`config.mk`:
```
export PLATFORM = sky130hd
export DESIGN_NAME = fetch_ctrl
export DESIGN_NICKNAME = d
export VERILOG_FILES = /design/src/rtl/fetch_ctrl.sv
export SDC_FILE = /design/constraint.sdc
export NUM_CORES = 1
export LEC_CHECK = 0
export ABC_AREA = 1
export CAP_MARGIN = 20
export CORE_UTILIZATION = 25
export CTS_BUF_LIST = sky130_fd_sc_hd__clkbuf_16
export DETAILED_ROUTE_END_ITERATION = 7
export PLACE_DENSITY = 0.47
export RECOVER_POWER = 100
export REMOVE_ABC_BUFFERS = 1
export SYNTH_ARGS = -nofsm -noshare
export SYNTH_HDL_FRONTEND = slang
export SYNTH_SLANG_ARGS = --single-unit
```
`constraint.sdc`:
```
create_clock -name CLK -period 5.27 [get_ports CLK]
set_clock_uncertainty 0.2 [all_clocks]
set_input_delay 1.054 -clock CLK [delete_from_list [all_inputs] [get_ports CLK]]
set_output_delay 1.054 -clock CLK [all_outputs]
set_load 0.02 [all_outputs]
```
`src/rtl/fetch_ctrl.sv`:
```
// ============================================================================
// fetch_ctrl
// ----------------------------------------------------------------------------
// Fetch sequencer sitting between the synchronous instruction ROM (1-cycle
// read latency, word addressed) and the decode stage.
//
//  * Owns the fetch PC and issues at most one ROM read per cycle.
//  * Returned words are tagged with their byte address and buffered in a
//    2-entry FIFO whose head drives inst/inst_pc.
//  * A redirect flushes the FIFO and kills the read whose data is returning
//    this cycle, then issues the redirect target in the same cycle.
//  * A misaligned redirect target is fatal: the block enters HALT, raises
//    the sticky fault flag and stops fetching until reset.
//
// Handshake (decode side): a word moves to decode on every rising CLK edge
// where inst_valid && inst_ready. While inst_valid is high and inst_ready is
// low, inst/inst_pc hold steady. inst_ready with inst_valid low is ignored.
//
// Ports
//  CLK          in   1       clock, all state updates on posedge
//  NRST         in   1       asynchronous active-low reset
//  rom_en       out  1       ROM read strobe (sampled by ROM at posedge)
//  rom_addr     out  ADDR_W  ROM word address of the read
//  rom_data     in   32      ROM read data, valid the cycle after rom_en
//  redirect     in   1       flush and restart fetch at redirect_pc
//  redirect_pc  in   32      new fetch byte address
//  inst_valid   out  1       inst/inst_pc hold a valid instruction
//  inst_ready   in   1       decode accepts the instruction
//  inst         out  32      instruction word (FIFO head)
//  inst_pc      out  32      byte address of inst
//  fault        out  1       sticky misaligned-redirect flag, fetch halted
// ============================================================================
module fetch_ctrl #(
   parameter logic [31:0] START_PC = 32'h0000_8000,
   parameter int          ADDR_W   = 15
) (
   input  logic              CLK,
   input  logic              NRST,
   output logic              rom_en,
   output logic [ADDR_W-1:0] rom_addr,
   input  logic [31:0]       rom_data,
   input  logic              redirect,
   input  logic [31:0]       redirect_pc,
   output logic              inst_valid,
   input  logic              inst_ready,
   output logic [31:0]       inst,
   output logic [31:0]       inst_pc,
   output logic              fault
);

   typedef enum logic {
      ST_RUN  = 1'b0,
      ST_HALT = 1'b1
   } state_t;

   // ------------------------------------------------------------------------
   // State
   // ------------------------------------------------------------------------
   state_t       r_state;
   logic [31:0]  r_fetch_pc;     // byte address of the next sequential fetch
   logic         r_inflight;     // a read issued last cycle returns now
   logic [31:0]  r_tag;          // byte address of the returning read
   logic [31:0]  r_fifo_inst [2];
   logic [31:0]  r_fifo_pc   [2];
   logic         r_rd_ptr;
   logic         r_wr_ptr;
   logic [1:0]   r_count;
   logic         r_fault;

   // ------------------------------------------------------------------------
   // Combinational control
   // ------------------------------------------------------------------------
   logic              w_run;
   logic              w_redir_ok;
   logic              w_redir_bad;
   logic              w_valid;
   logic              w_pop;
   logic              w_push;
   logic [2:0]        w_occ;
   logic              w_issue_seq;
   logic              w_issue;
   logic [ADDR_W-1:0] w_issue_word;

   always_comb begin
      w_run       = (r_state == ST_RUN);
      w_redir_ok  = w_run && redirect && (redirect_pc[1:0] == 2'b00);
      w_redir_bad = w_run && redirect && (redirect_pc[1:0] != 2'b00);

      // A redirect suppresses delivery in its own cycle so nothing from the
      // old stream leaks past the flush.
      w_valid = w_run && (r_count != 2'd0) && !redirect;
      w_pop   = w_valid && inst_ready;

      // Returning data is accepted only when not being flushed.
      w_push  = w_run && !redirect && r_inflight;

      // Occupancy the FIFO will have once this cycle's pop and the returning
      // read settle; a new read is only started if its data will fit.
      w_occ = {1'b0, r_count} + {2'b00, r_inflight} - {2'b00, w_pop};

      w_issue_seq = w_run && !redirect && (w_occ < 3'd2);
      w_issue     = w_issue_seq || w_redir_ok;

      // Redirect target is fetched in the same cycle, no extra bubble.
      w_issue_word = w_redir_ok ? redirect_pc[ADDR_W+1:2]
                                : r_fetch_pc[ADDR_W+1:2];
   end

   // rom_en is gated by NRST so the ROM sees no strobe while reset is held.
   assign rom_en     = w_issue && NRST;
   assign rom_addr   = w_issue_word;
   assign inst_valid = w_valid;
   assign inst       = r_fifo_inst[r_rd_ptr];
   assign inst_pc    = r_fifo_pc[r_rd_ptr];
   assign fault      = r_fault;

   // ------------------------------------------------------------------------
   // Sequencer, FIFO and fetch PC
   // ------------------------------------------------------------------------
   always_ff @(posedge CLK or negedge NRST) begin
      if (!NRST) begin
         r_state    <= ST_RUN;
         r_fetch_pc <= START_PC;
         r_inflight <= 1'b0;
         r_tag      <= 32'd0;
         r_rd_ptr   <= 1'b0;
         r_wr_ptr   <= 1'b0;
         r_count    <= 2'd0;
         r_fault    <= 1'b0;
         for (int i = 0; i < 2; i++) begin
            r_fifo_inst[i] <= 32'd0;
            r_fifo_pc[i]   <= 32'd0;
         end
      end else begin
         case (r_state)
            ST_RUN: begin
               if (redirect) begin
                  // Flush buffered words; the returning read is dropped by
                  // not pushing it.
                  r_count  <= 2'd0;
                  r_rd_ptr <= 1'b0;
                  r_wr_ptr <= 1'b0;
                  if (w_redir_ok) begin
                     r_fetch_pc <= redirect_pc + 32'd4;
                     r_tag      <= redirect_pc;
                     r_inflight <= 1'b1;
                  end else if (w_redir_bad) begin
                     r_inflight <= 1'b0;
                     r_fault    <= 1'b1;
                     r_state    <= ST_HALT;
                  end
               end else begin
                  if (w_push) begin
                     r_fifo_inst[r_wr_ptr] <= rom_data;
                     r_fifo_pc[r_wr_ptr]   <= r_tag;
                     r_wr_ptr              <= ~r_wr_ptr;
                  end
                  if (w_pop) begin
                     r_rd_ptr <= ~r_rd_ptr;
                  end
                  r_count <= r_count + {1'b0, w_push} - {1'b0, w_pop};

                  if (w_issue_seq) begin
                     r_fetch_pc <= r_fetch_pc + 32'd4;   // wraps mod 2^32
                     r_tag      <= r_fetch_pc;
                     r_inflight <= 1'b1;
                  end else begin
                     r_inflight <= 1'b0;
                  end
               end
            end

            ST_HALT: begin
               // Terminal until reset; redirects are ignored here.
               r_fault    <= 1'b1;
               r_inflight <= 1'b0;
               r_count    <= 2'd0;
            end
         endcase
      end
   end

endmodule
```
==> report_table.html, run 1 <==
<table>
<tr><th>Metric</th><th>Value</th></tr>
<tr><th colspan="2">Run status</th></tr>
<tr><td>Status</td><td>complete, but fails checks</td></tr>
<tr><td>Violated checks</td><td>capacitance limit, slew limit</td></tr>
<tr><th colspan="2">STA</th></tr>
<tr><td>Setup repair after global routing missed its margin</td><td>no</td></tr>
<tr><td>Slew headroom</td><td>-0.8020</td></tr>
<tr><td>Count of final hold-check violations</td><td>0</td></tr>
<tr><td>Clock period minus final worst setup slack</td><td>4701 ps</td></tr>
<tr><td>Share of the clock period used by the worst path</td><td>0.8919</td></tr>
<tr><td>Hold WS</td><td>278.1 ps</td></tr>
<tr><td>Accumulated negative setup slack</td><td>0 ps</td></tr>
<tr><td>Peak clock frequency supported by timing</td><td>0.2127 GHz</td></tr>
<tr><td>Max-slew violation total from the final report</td><td>228</td></tr>
<tr><td>Count of endpoints failing setup in the final report</td><td>0</td></tr>
<tr><td>Transition at the pin with the smallest max-transition slack</td><td>2695 ps</td></tr>
<tr><th colspan="2">Synthesis</th></tr>
<tr><td>Synth top area share</td><td>0.5148</td></tr>
<tr><td>Post-synthesis sequential area ratio</td><td>0.5176</td></tr>
<tr><td>Syn avg cell area</td><td>7.578 um^2</td></tr>
<tr><td>Synth Cell Area</td><td>0.009624 mm^2</td></tr>
<tr><td>Post-Synthesis Cells</td><td>1270</td></tr>
<tr><td>Number of register bits inferred by synthesis</td><td>199</td></tr>
<tr><td>Library cell occupying the most area in the post-synthesis netlist</td><td>sky130_fd_sc_hd__dfrtp_1</td></tr>
<tr><td>Top cells by area in the synthesized netlist</td><td>sky130_fd_sc_hd__dfrtp_1, sky130_fd_sc_hd__nand2_1, sky130_fd_sc_hd__o21ai_0</td></tr>
<tr><td>Unique masters post-synth</td><td>29</td></tr>
<tr><td>Warning count from the yosys run</td><td>0</td></tr>
<tr><th colspan="2">Global route</th></tr>
<tr><td>Global router's overall resource usage</td><td>0.1422</td></tr>
<tr><td>Aggregate global routing overflow</td><td>0</td></tr>
<tr><td>Vias in the first global route</td><td>7953</td></tr>
<tr><td>Initial antenna violation count</td><td>1</td></tr>
<tr><td>Largest net degree at the start of global routing</td><td>79</td></tr>
<tr><td>Global-route wire length before repair</td><td>43550 um</td></tr>
<tr><th colspan="2">Route</th></tr>
<tr><td>1st-pass router iterations</td><td>4</td></tr>
<tr><td>Detailed-route vias per instance</td><td>4.269</td></tr>
<tr><td>Final routed DRC violation total</td><td>0</td></tr>
<tr><td>Average routed wire per standard cell</td><td>14.13 um</td></tr>
<tr><td>Number of routed nets with antenna violations</td><td>0</td></tr>
<tr><td>Drt initial violations</td><td>506</td></tr>
<tr><td>Total routed wirelength</td><td>27010 um</td></tr>
<tr><td>Via Count</td><td>8162</td></tr>
<tr><th colspan="2">Worst setup path</th></tr>
<tr><td>Number of cell instances on the worst register-to-register path</td><td>6</td></tr>
<tr><td>Type of destination of the critical path</td><td>output pin</td></tr>
<tr><td>Worst setup path start</td><td>redirect</td></tr>
<tr><td>Type of origin of the critical path</td><td>input pin</td></tr>
<tr><td>Register-to-register path setup slack</td><td>1070 ps</td></tr>
<tr><td>Critical path peak fanout</td><td>3</td></tr>
<tr><td>Setup CP Type</td><td>input pin to output pin</td></tr>
<tr><td>Termination of the worst setup path</td><td>rom_en</td></tr>
<tr><td>Endpoint required time on the critical path</td><td>4020 ps</td></tr>
<tr><td>Critical path data arrival time</td><td>3450 ps</td></tr>
<tr><td>Reg-to-reg critical path startpoint</td><td>r_state$_DFF_PN0_</td></tr>
<tr><td>Endpoint of the worst register-to-register path</td><td>r_fifo_inst[41]$_DFFE_PN0P_</td></tr>
<tr><th colspan="2">Die</th></tr>
<tr><td>Width of the die</td><td>198.2 um</td></tr>
<tr><td>Die H</td><td>198.2 um</td></tr>
<tr><td>Die Area</td><td>0.03929 mm^2</td></tr>
<tr><td>Ports</td><td>150</td></tr>
<tr><td>Count of standard-cell rows</td><td>71</td></tr>
<tr><td>Initial Utilization</td><td>0.2549</td></tr>
<tr><td>Area inside the core boundary</td><td>0.03776 mm^2</td></tr>
<tr><th colspan="2">Clocking</th></tr>
<tr><td>Insertion delay of the later-clocked pin in the worst-skew pair</td><td>440 ps</td></tr>
<tr><td>CTS Buf Count</td><td>17</td></tr>
<tr><td>Setup Buffers After CTS</td><td>0</td></tr>
<tr><td>Clock Tree Buf Depth</td><td>2</td></tr>
<tr><td>Clk Tree Root Cell</td><td>sky130_fd_sc_hd__clkbuf_16</td></tr>
<tr><td>H-Tree Level Count</td><td>4</td></tr>
<tr><td>Number of clock sinks</td><td>199</td></tr>
<tr><td>CTS tree</td><td>done</td></tr>
<tr><td>Register clock-pin slew on the reported worst setup and hold paths</td><td>70 ps</td></tr>
<tr><td>Number of buffers added to fix hold violations after cts</td><td>0</td></tr>
<tr><th colspan="2">Placed design</th></tr>
<tr><td>Port buffer count</td><td>149</td></tr>
<tr><td>RePlAce Congestion</td><td>0.7782</td></tr>
<tr><td>Detailed placement HPWL</td><td>17790 um</td></tr>
<tr><th colspan="2">Final layout</th></tr>
<tr><td>Most common library cell in the layout ignoring fill and taps</td><td>sky130_fd_sc_hd__nand2_1</td></tr>
<tr><td>Top library cells by usage in the layout, fill and taps aside</td><td>sky130_fd_sc_hd__nand2_1, sky130_fd_sc_hd__dfrtp_1, sky130_fd_sc_hd__o21ai_0, sky130_fd_sc_hd__inv_1, sky130_fd_sc_hd__dlygate4sd3_1</td></tr>
<tr><td>Footprint of the flip-flops and latches</td><td>0.004982 mm^2</td></tr>
<tr><td>Filler cell count</td><td>4060</td></tr>
<tr><td>Layout cell share with drive strength beyond 1</td><td>0.05643</td></tr>
<tr><td>Area taken by multi-input logic gates</td><td>0.003909 mm^2</td></tr>
<tr><td>Synth-to-Final Area Change</td><td>25.23%</td></tr>
<tr><td>Final Net Count</td><td>1460</td></tr>
<tr><th colspan="2">Worst hold path</th></tr>
<tr><td>Start point of the worst hold path</td><td>fault$_DFFE_PN0P_</td></tr>
<tr><td>Hold WC Path Type</td><td>flip-flop to flip-flop</td></tr>
<tr><td>Cells on Worst Hold Path</td><td>1</td></tr>
<tr><th colspan="2">Power and ir drop</th></tr>
<tr><td>Leak Pwr</td><td>0.006043 uW</td></tr>
<tr><td>Largest vdd supply drop</td><td>160.7 uV</td></tr>
<tr><td>Power per cell area</td><td>249.5 mW/mm^2</td></tr>
<tr><th colspan="2">Job</th></tr>
<tr><td>Count of maximum capacitance violations</td><td>4</td></tr>
</table>
[critical path, stage by stage]
cell and delay (ps):
sky130_fd_sc_hd__clkbuf_1 100, sky130_fd_sc_hd__nor2_1 150, sky130_fd_sc_hd__inv_1 70, sky130_fd_sc_hd__nor2_1 140, sky130_fd_sc_hd__nand2_1 100, sky130_fd_sc_hd__inv_1 90, sky130_fd_sc_hd__ha_1 230, sky130_fd_sc_hd__or2_2 300
sky130_fd_sc_hd__fa_1 480, sky130_fd_sc_hd__nand2_1 90, sky130_fd_sc_hd__o21ai_4 180, sky130_fd_sc_hd__inv_1 80, sky130_fd_sc_hd__nor2_1 130, sky130_fd_sc_hd__clkbuf_1 250
[what timing repair did]
item                                    in CTS  in global routing
endpoints found under the setup margin       0                  1
endpoints found under the hold margin        0                  0
gates resized for setup                      0                  1
[kinds of logic (layout without fill, tap and decap cells)]
kind of cell               after synthesis  after routing  share of synthesized area
xor gates and xnor gates                 6              6                   0.005460
DFF                                    199            199                     0.5176
AOI/OAI and AO/OA                      191            191                     0.1034
other                                    0              1                          0
buffers and inverters                  175            305                    0.07631
adders and majority gates                5              5                   0.007281
and+or+nand+nor                        694            694                     0.2900
[per-stage QoR]
stage | power [uW] | setup slack, ps | area [um^2] | std cells | utilization
2_1_floorplan | 1649 | -802.5 | 9308 | 1205 | -
3_3_place_gp | 1786 | 214.5 | 11550 | 1877 | 0.3060
3_5_place_dp | 1786 | 182.8 | 11580 | 1878 | 0.3067
4_1_cts | 3067 | 152.7 | 12120 | 1910 | 0.3211
5_1_grt | 3134 | 231.2 | 12050 | 1912 | 0.3192
6_report | 3007 | 569.5 | 12050 | 1912 | 0.3192
[registers in the layout (all words and copies together), names as in the netlist, 2 cells and up]
| name | cells |
|---|---|
| r_tag | 32 |
| r_fetch_pc | 32 |
| r_fifo_inst | 64 |
| r_fifo_pc | 64 |
| r_count | 2 |
[cell type report]
type | count | area share
Multi-Input combinational cell | 896 | 0.3243
Antenna cell | 1 | 0.0002076
Clock inverter | 15 | 0.009654
Timing Repair Buffer | 163 | 0.1295
Sequential cell | 199 | 0.4134
Inverter | 110 | 0.03467
Tap cell | 511 | 0.05305
Clock buffer | 17 | 0.03530
[worst min-delay path by stage]
stage | slack [ps] | end
after floorplan | 240 | r_count[0]$_DFF_PN0_
after global placement | 260 | r_fetch_pc[31]$_DFFE_PN0P_
after detailed placement | 270 | r_fetch_pc[30]$_DFFE_PN0P_
after CTS | 290 | r_fetch_pc[31]$_DFFE_PN0P_
after global routing | 300 | r_fifo_pc[4]$_DFFE_PN0P_
final | 280 | fault$_DFFE_PN0P_
[metal layers]
layer  global-route usage  up-vias  part of all wire
li1                     -     4166                 -
met1               0.1906     3849              0.47
met2               0.2325      127              0.47
met3              0.02793       20             0.036
met4              0.03790        0             0.015
met5                    0        -                 0
[cell usage after synthesis (all sizes together)]
master,count
o21ai,170
xnor2,2
dfrtp,198
o211ai,5
dfstp,1
xor2,4
nand4,6
o21bai,6
or2,4
nand2,569
buf,20
a21oi,10
ha,4
nand3,43
nor2,72
clkbuf,45
fa,1
inv,110
[power by group]
part / switching, uW / internal (uW)
logic: 130 / 72.1
clock network: 614 / 646
registers: 5.21 / 1540
No activity file was read; power rests on OpenSTA's default activity.
==> inputs of run 2 (changes only) <==
--- a/config.mk
+++ b/config.mk
@@ -10,7 +10,8 @@
 export CORE_UTILIZATION = 25
 export CTS_BUF_LIST = sky130_fd_sc_hd__clkbuf_16
 export DETAILED_ROUTE_END_ITERATION = 7
-export PLACE_DENSITY = 0.47
+export MAX_ROUTING_LAYER = met4
+export PLACE_DENSITY = 0.49
 export RECOVER_POWER = 100
 export REMOVE_ABC_BUFFERS = 1
 export SYNTH_ARGS = -nofsm -noshare
==> constraint.sdc (replaced) <==
create_clock -name CLK -period 4.1 [get_ports CLK]
set_clock_uncertainty 0.2 [all_clocks]
set_input_delay 0.82 -clock CLK [delete_from_list [all_inputs] [get_ports CLK]]
set_output_delay 0.82 -clock CLK [all_outputs]
set_load 0.02 [all_outputs]
==> run 2 against run 1 <==
Net effect: the run now ends clean; total power is 31% higher; sequential cell count unchanged; clock power increased by 33%; non-clock buffer count up 10; cell count increased by 0.42%; combinational power increased by 32%; critical path depth shrank 3; sequential share of layout area fell by 0.76 points; utilization is 0.60 points higher; largest cell class unchanged.
==> report_table.html, run 2 (synthesis gave the netlist of run 1 again) <==
<table>
<tr><th>Metric</th><th>Value</th></tr>
<tr><th colspan="2">Worst setup path</th></tr>
<tr><td>Buffering stage count on the worst path with inverters included</td><td>4</td></tr>
<tr><td>Type of destination of the critical path</td><td>output pin</td></tr>
<tr><td>Worst setup path start</td><td>inst_ready</td></tr>
<tr><td>Master of the slowest instance on the critical path</td><td>sky130_fd_sc_hd__fa_1</td></tr>
<tr><td>Setup CP Type</td><td>input pin to output pin</td></tr>
<tr><td>Type of origin of the critical path</td><td>input pin</td></tr>
<tr><td>CP Depth</td><td>11</td></tr>
<tr><td>Delay of the slowest cell on the worst path</td><td>480 ps</td></tr>
<tr><td>Number of cell instances on the worst register-to-register path</td><td>17</td></tr>
<tr><td>Endpoint of the worst register-to-register path</td><td>r_fetch_pc[26]$_DFFE_PN0P_</td></tr>
<tr><td>Kind of cell adding the most delay to the critical path</td><td>buffers and inverters</td></tr>
<tr><td>Endpoint required time on the critical path</td><td>3080 ps</td></tr>
<tr><td>Register-to-register path setup slack</td><td>680 ps</td></tr>
<tr><td>Critical path data arrival time</td><td>2980 ps</td></tr>
<tr><td>Reg-to-reg critical path startpoint</td><td>r_state$_DFF_PN0_</td></tr>
<tr><td>CP cell instances</td><td>clkdlybuf4s50_1 &gt; nand2_1 &gt; inv_1 &gt; ha_1 &gt; or2_2 &gt; fa_1 &gt; nand2_1 &gt; o21ai_4 &gt; inv_2 &gt; nor2_4 &gt; buf_6</td></tr>
<tr><td>Critical path peak fanout</td><td>2</td></tr>
<tr><td>Most frequent cell on the critical path</td><td>sky130_fd_sc_hd__nand2_1</td></tr>
<tr><th colspan="2">STA</th></tr>
<tr><td>Clock period minus final worst setup slack</td><td>4001 ps</td></tr>
<tr><td>Count of final hold-check violations</td><td>0</td></tr>
<tr><td>Max-slew violation total from the final report</td><td>0</td></tr>
<tr><td>Setup repair after global routing missed its margin</td><td>yes</td></tr>
<tr><td>Slew headroom</td><td>0.4048</td></tr>
<tr><td>Count of endpoints failing setup in the final report</td><td>0</td></tr>
<tr><td>Transition at the pin with the smallest max-transition slack</td><td>892.8 ps</td></tr>
<tr><td>Peak clock frequency supported by timing</td><td>0.2500 GHz</td></tr>
<tr><td>Share of the clock period used by the worst path</td><td>0.9758</td></tr>
<tr><th colspan="2">Clocking</th></tr>
<tr><td>CTS tree</td><td>done</td></tr>
<tr><td>Clock Tree Buf Depth</td><td>2</td></tr>
<tr><td>Register clock-pin slew on the reported worst setup and hold paths</td><td>70 ps</td></tr>
<tr><td>CTS Buf Count</td><td>17</td></tr>
<tr><td>Number of clock sinks</td><td>199</td></tr>
<tr><td>H-Tree Level Count</td><td>4</td></tr>
<tr><td>Clk Tree Root Cell</td><td>sky130_fd_sc_hd__clkbuf_16</td></tr>
<tr><td>Insertion delay of the later-clocked pin in the worst-skew pair</td><td>450 ps</td></tr>
<tr><th colspan="2">Die</th></tr>
<tr><td>Ports</td><td>150</td></tr>
<tr><td>Die H</td><td>198.2 um</td></tr>
<tr><td>Die Area</td><td>0.03929 mm^2</td></tr>
<tr><td>Area inside the core boundary</td><td>0.03776 mm^2</td></tr>
<tr><td>Initial Utilization</td><td>0.2549</td></tr>
<tr><td>Width of the die</td><td>198.2 um</td></tr>
<tr><td>Count of standard-cell rows</td><td>71</td></tr>
<tr><th colspan="2">Global route</th></tr>
<tr><td>Initial antenna violation count</td><td>0</td></tr>
<tr><td>Global-route wire length before repair</td><td>44100 um</td></tr>
<tr><td>Vias in the first global route</td><td>7915</td></tr>
<tr><td>Largest net degree at the start of global routing</td><td>134</td></tr>
<tr><td>Global router's overall resource usage</td><td>0.1502</td></tr>
<tr><td>Aggregate global routing overflow</td><td>0</td></tr>
<tr><th colspan="2">Placed design</th></tr>
<tr><td>Port buffer count</td><td>149</td></tr>
<tr><td>Cell count after placement</td><td>1889</td></tr>
<tr><td>Placed cell areas</td><td>0.01169 mm^2</td></tr>
<tr><td>Detailed placement HPWL</td><td>18010 um</td></tr>
<tr><td>RePlAce Congestion</td><td>0.8014</td></tr>
<tr><th colspan="2">Final layout</th></tr>
<tr><td>Fin util</td><td>0.3252</td></tr>
<tr><td>Layout cell share with drive strength beyond 1</td><td>0.07381</td></tr>
<tr><td>Final Net Count</td><td>1470</td></tr>
<tr><td>Fin cells</td><td>1920</td></tr>
<tr><td>Registers with the most flip-flops</td><td>r_fifo_inst: 64 flops, r_fifo_pc: 64 flops</td></tr>
<tr><td>Synth-to-Final Area Change</td><td>27.59%</td></tr>
<tr><td>Post-route cell area</td><td>0.01228 mm^2</td></tr>
<tr><td>Most common library cell in the layout ignoring fill and taps</td><td>sky130_fd_sc_hd__nand2_1</td></tr>
<tr><td>Ant diodes</td><td>0</td></tr>
<tr><td>Top library cells by usage in the layout, fill and taps aside</td><td>sky130_fd_sc_hd__nand2_1, sky130_fd_sc_hd__dfrtp_1, sky130_fd_sc_hd__o21ai_0, sky130_fd_sc_hd__clkdlybuf4s50_1, sky130_fd_sc_hd__inv_1</td></tr>
<tr><th colspan="2">Power and ir drop</th></tr>
<tr><td>Clk pwr share</td><td>0.428</td></tr>
<tr><td>Net Sw Frac</td><td>0.2550</td></tr>
<tr><td>Int Power</td><td>2932 uW</td></tr>
<tr><td>Power per cell area</td><td>320.5 mW/mm^2</td></tr>
<tr><td>Largest vdd supply drop</td><td>240.2 uV</td></tr>
<tr><td>Portion of total power attributed to combinational logic</td><td>0.068</td></tr>
<tr><td>Sequential share of power</td><td>0.505</td></tr>
<tr><td>Leak Pwr</td><td>0.005878 uW</td></tr>
<tr><td>Net switching component of the power</td><td>1004 uW</td></tr>
<tr><th colspan="2">Route</th></tr>
<tr><td>Drt initial violations</td><td>559</td></tr>
<tr><td>Via Count</td><td>8184</td></tr>
<tr><td>1st-pass router iterations</td><td>5</td></tr>
<tr><td>Average routed wire per standard cell</td><td>14.28 um</td></tr>
<tr><td>Detailed-route vias per instance</td><td>4.263</td></tr>
<tr><td>Final routed DRC violation total</td><td>0</td></tr>
<tr><td>Total routed wirelength</td><td>27410 um</td></tr>
<tr><td>Number of routed nets with antenna violations</td><td>0</td></tr>
<tr><th colspan="2">Run status</th></tr>
<tr><td>Status</td><td>complete, no violations</td></tr>
<tr><th colspan="2">Job</th></tr>
<tr><td>Count of maximum capacitance violations</td><td>0</td></tr>
<tr><th colspan="2">Worst hold path</th></tr>
<tr><td>Hold WC Path Type</td><td>input pin to async pin</td></tr>
</table>
-- run 2: worst register-to-register path: cells and delay by family (launching register included) --
| kind | cells | cell delay [ps] |
|---|---|---|
| adder cells (fa/ha/maj) | 2 | 700 |
| flip-flops | 1 | 410 |
| AND/OR/NAND/NOR | 9 | 1040 |
| AO/OA/AOI/OAI | 1 | 160 |
| buffers and inverters | 5 | 840 |
-- run 2: cell type report --
type | count | area (um^2)
repair buffers | 173 | 1725
clock inverters | 14 | 137.6
flip-flops and latches | 199 | 4982
clock buffers | 17 | 425.4
inverters | 110 | 417.9
well taps | 511 | 639.4
multi-input cells | 896 | 3951
fillers | 4052 | 25480
-- run 2: how the worst max path moves through the flow --
stage / slack (ps) / end
2_1_floorplan: -1500 / rom_en
5_1_grt: -10 / rom_en
3_3_place_gp: -540 / rom_en
6_report: 100 / rom_en
3_5_place_dp: -580 / rom_en
4_1_cts: 3 / rom_en
-- run 2: per-stage QoR --
stage	hold slack (ps)	power (uW)	TNS (ps)	worst slack (ps)
floorplan	243.4	2120	-28600	-1504
global placement	256.1	2298	-539.0	-539.0
detailed placement	260.2	2299	-584.0	-584.0
CTS	282.9	4019	0	2.836
global route	294.2	4111	-14.86	-14.86
finish	231.8	3935	0	99.34
-- run 2: power by group through the flow --
stage               Sequential [uW]  Combinational (uW)  Clock, uW
global placement               2020                 274          0
CTS                            1990                 276       1760
detailed placement             2020                 274          0
global route                   1990                 301       1820
finish                         1990                 266       1680
floorplan                      2030                90.3          0
-- run 2: per-layer routing --
layer,GRT usage,vias up,part of all wire
met5,-,-,0
met4,0.03101,0,0.0058
met2,0.2374,141,0.47
li1,-,4184,-
met3,0.02606,11,0.030
met1,0.2009,3848,0.50
-- run 2: timing repair --
item | in CTS | in global routing
endpoints found under the setup margin | 1 | 2
hold buffers | 0 | 0
gates resized for setup | 7 | 5
cloned | 0 | 0
setup buffers | 0 | 0
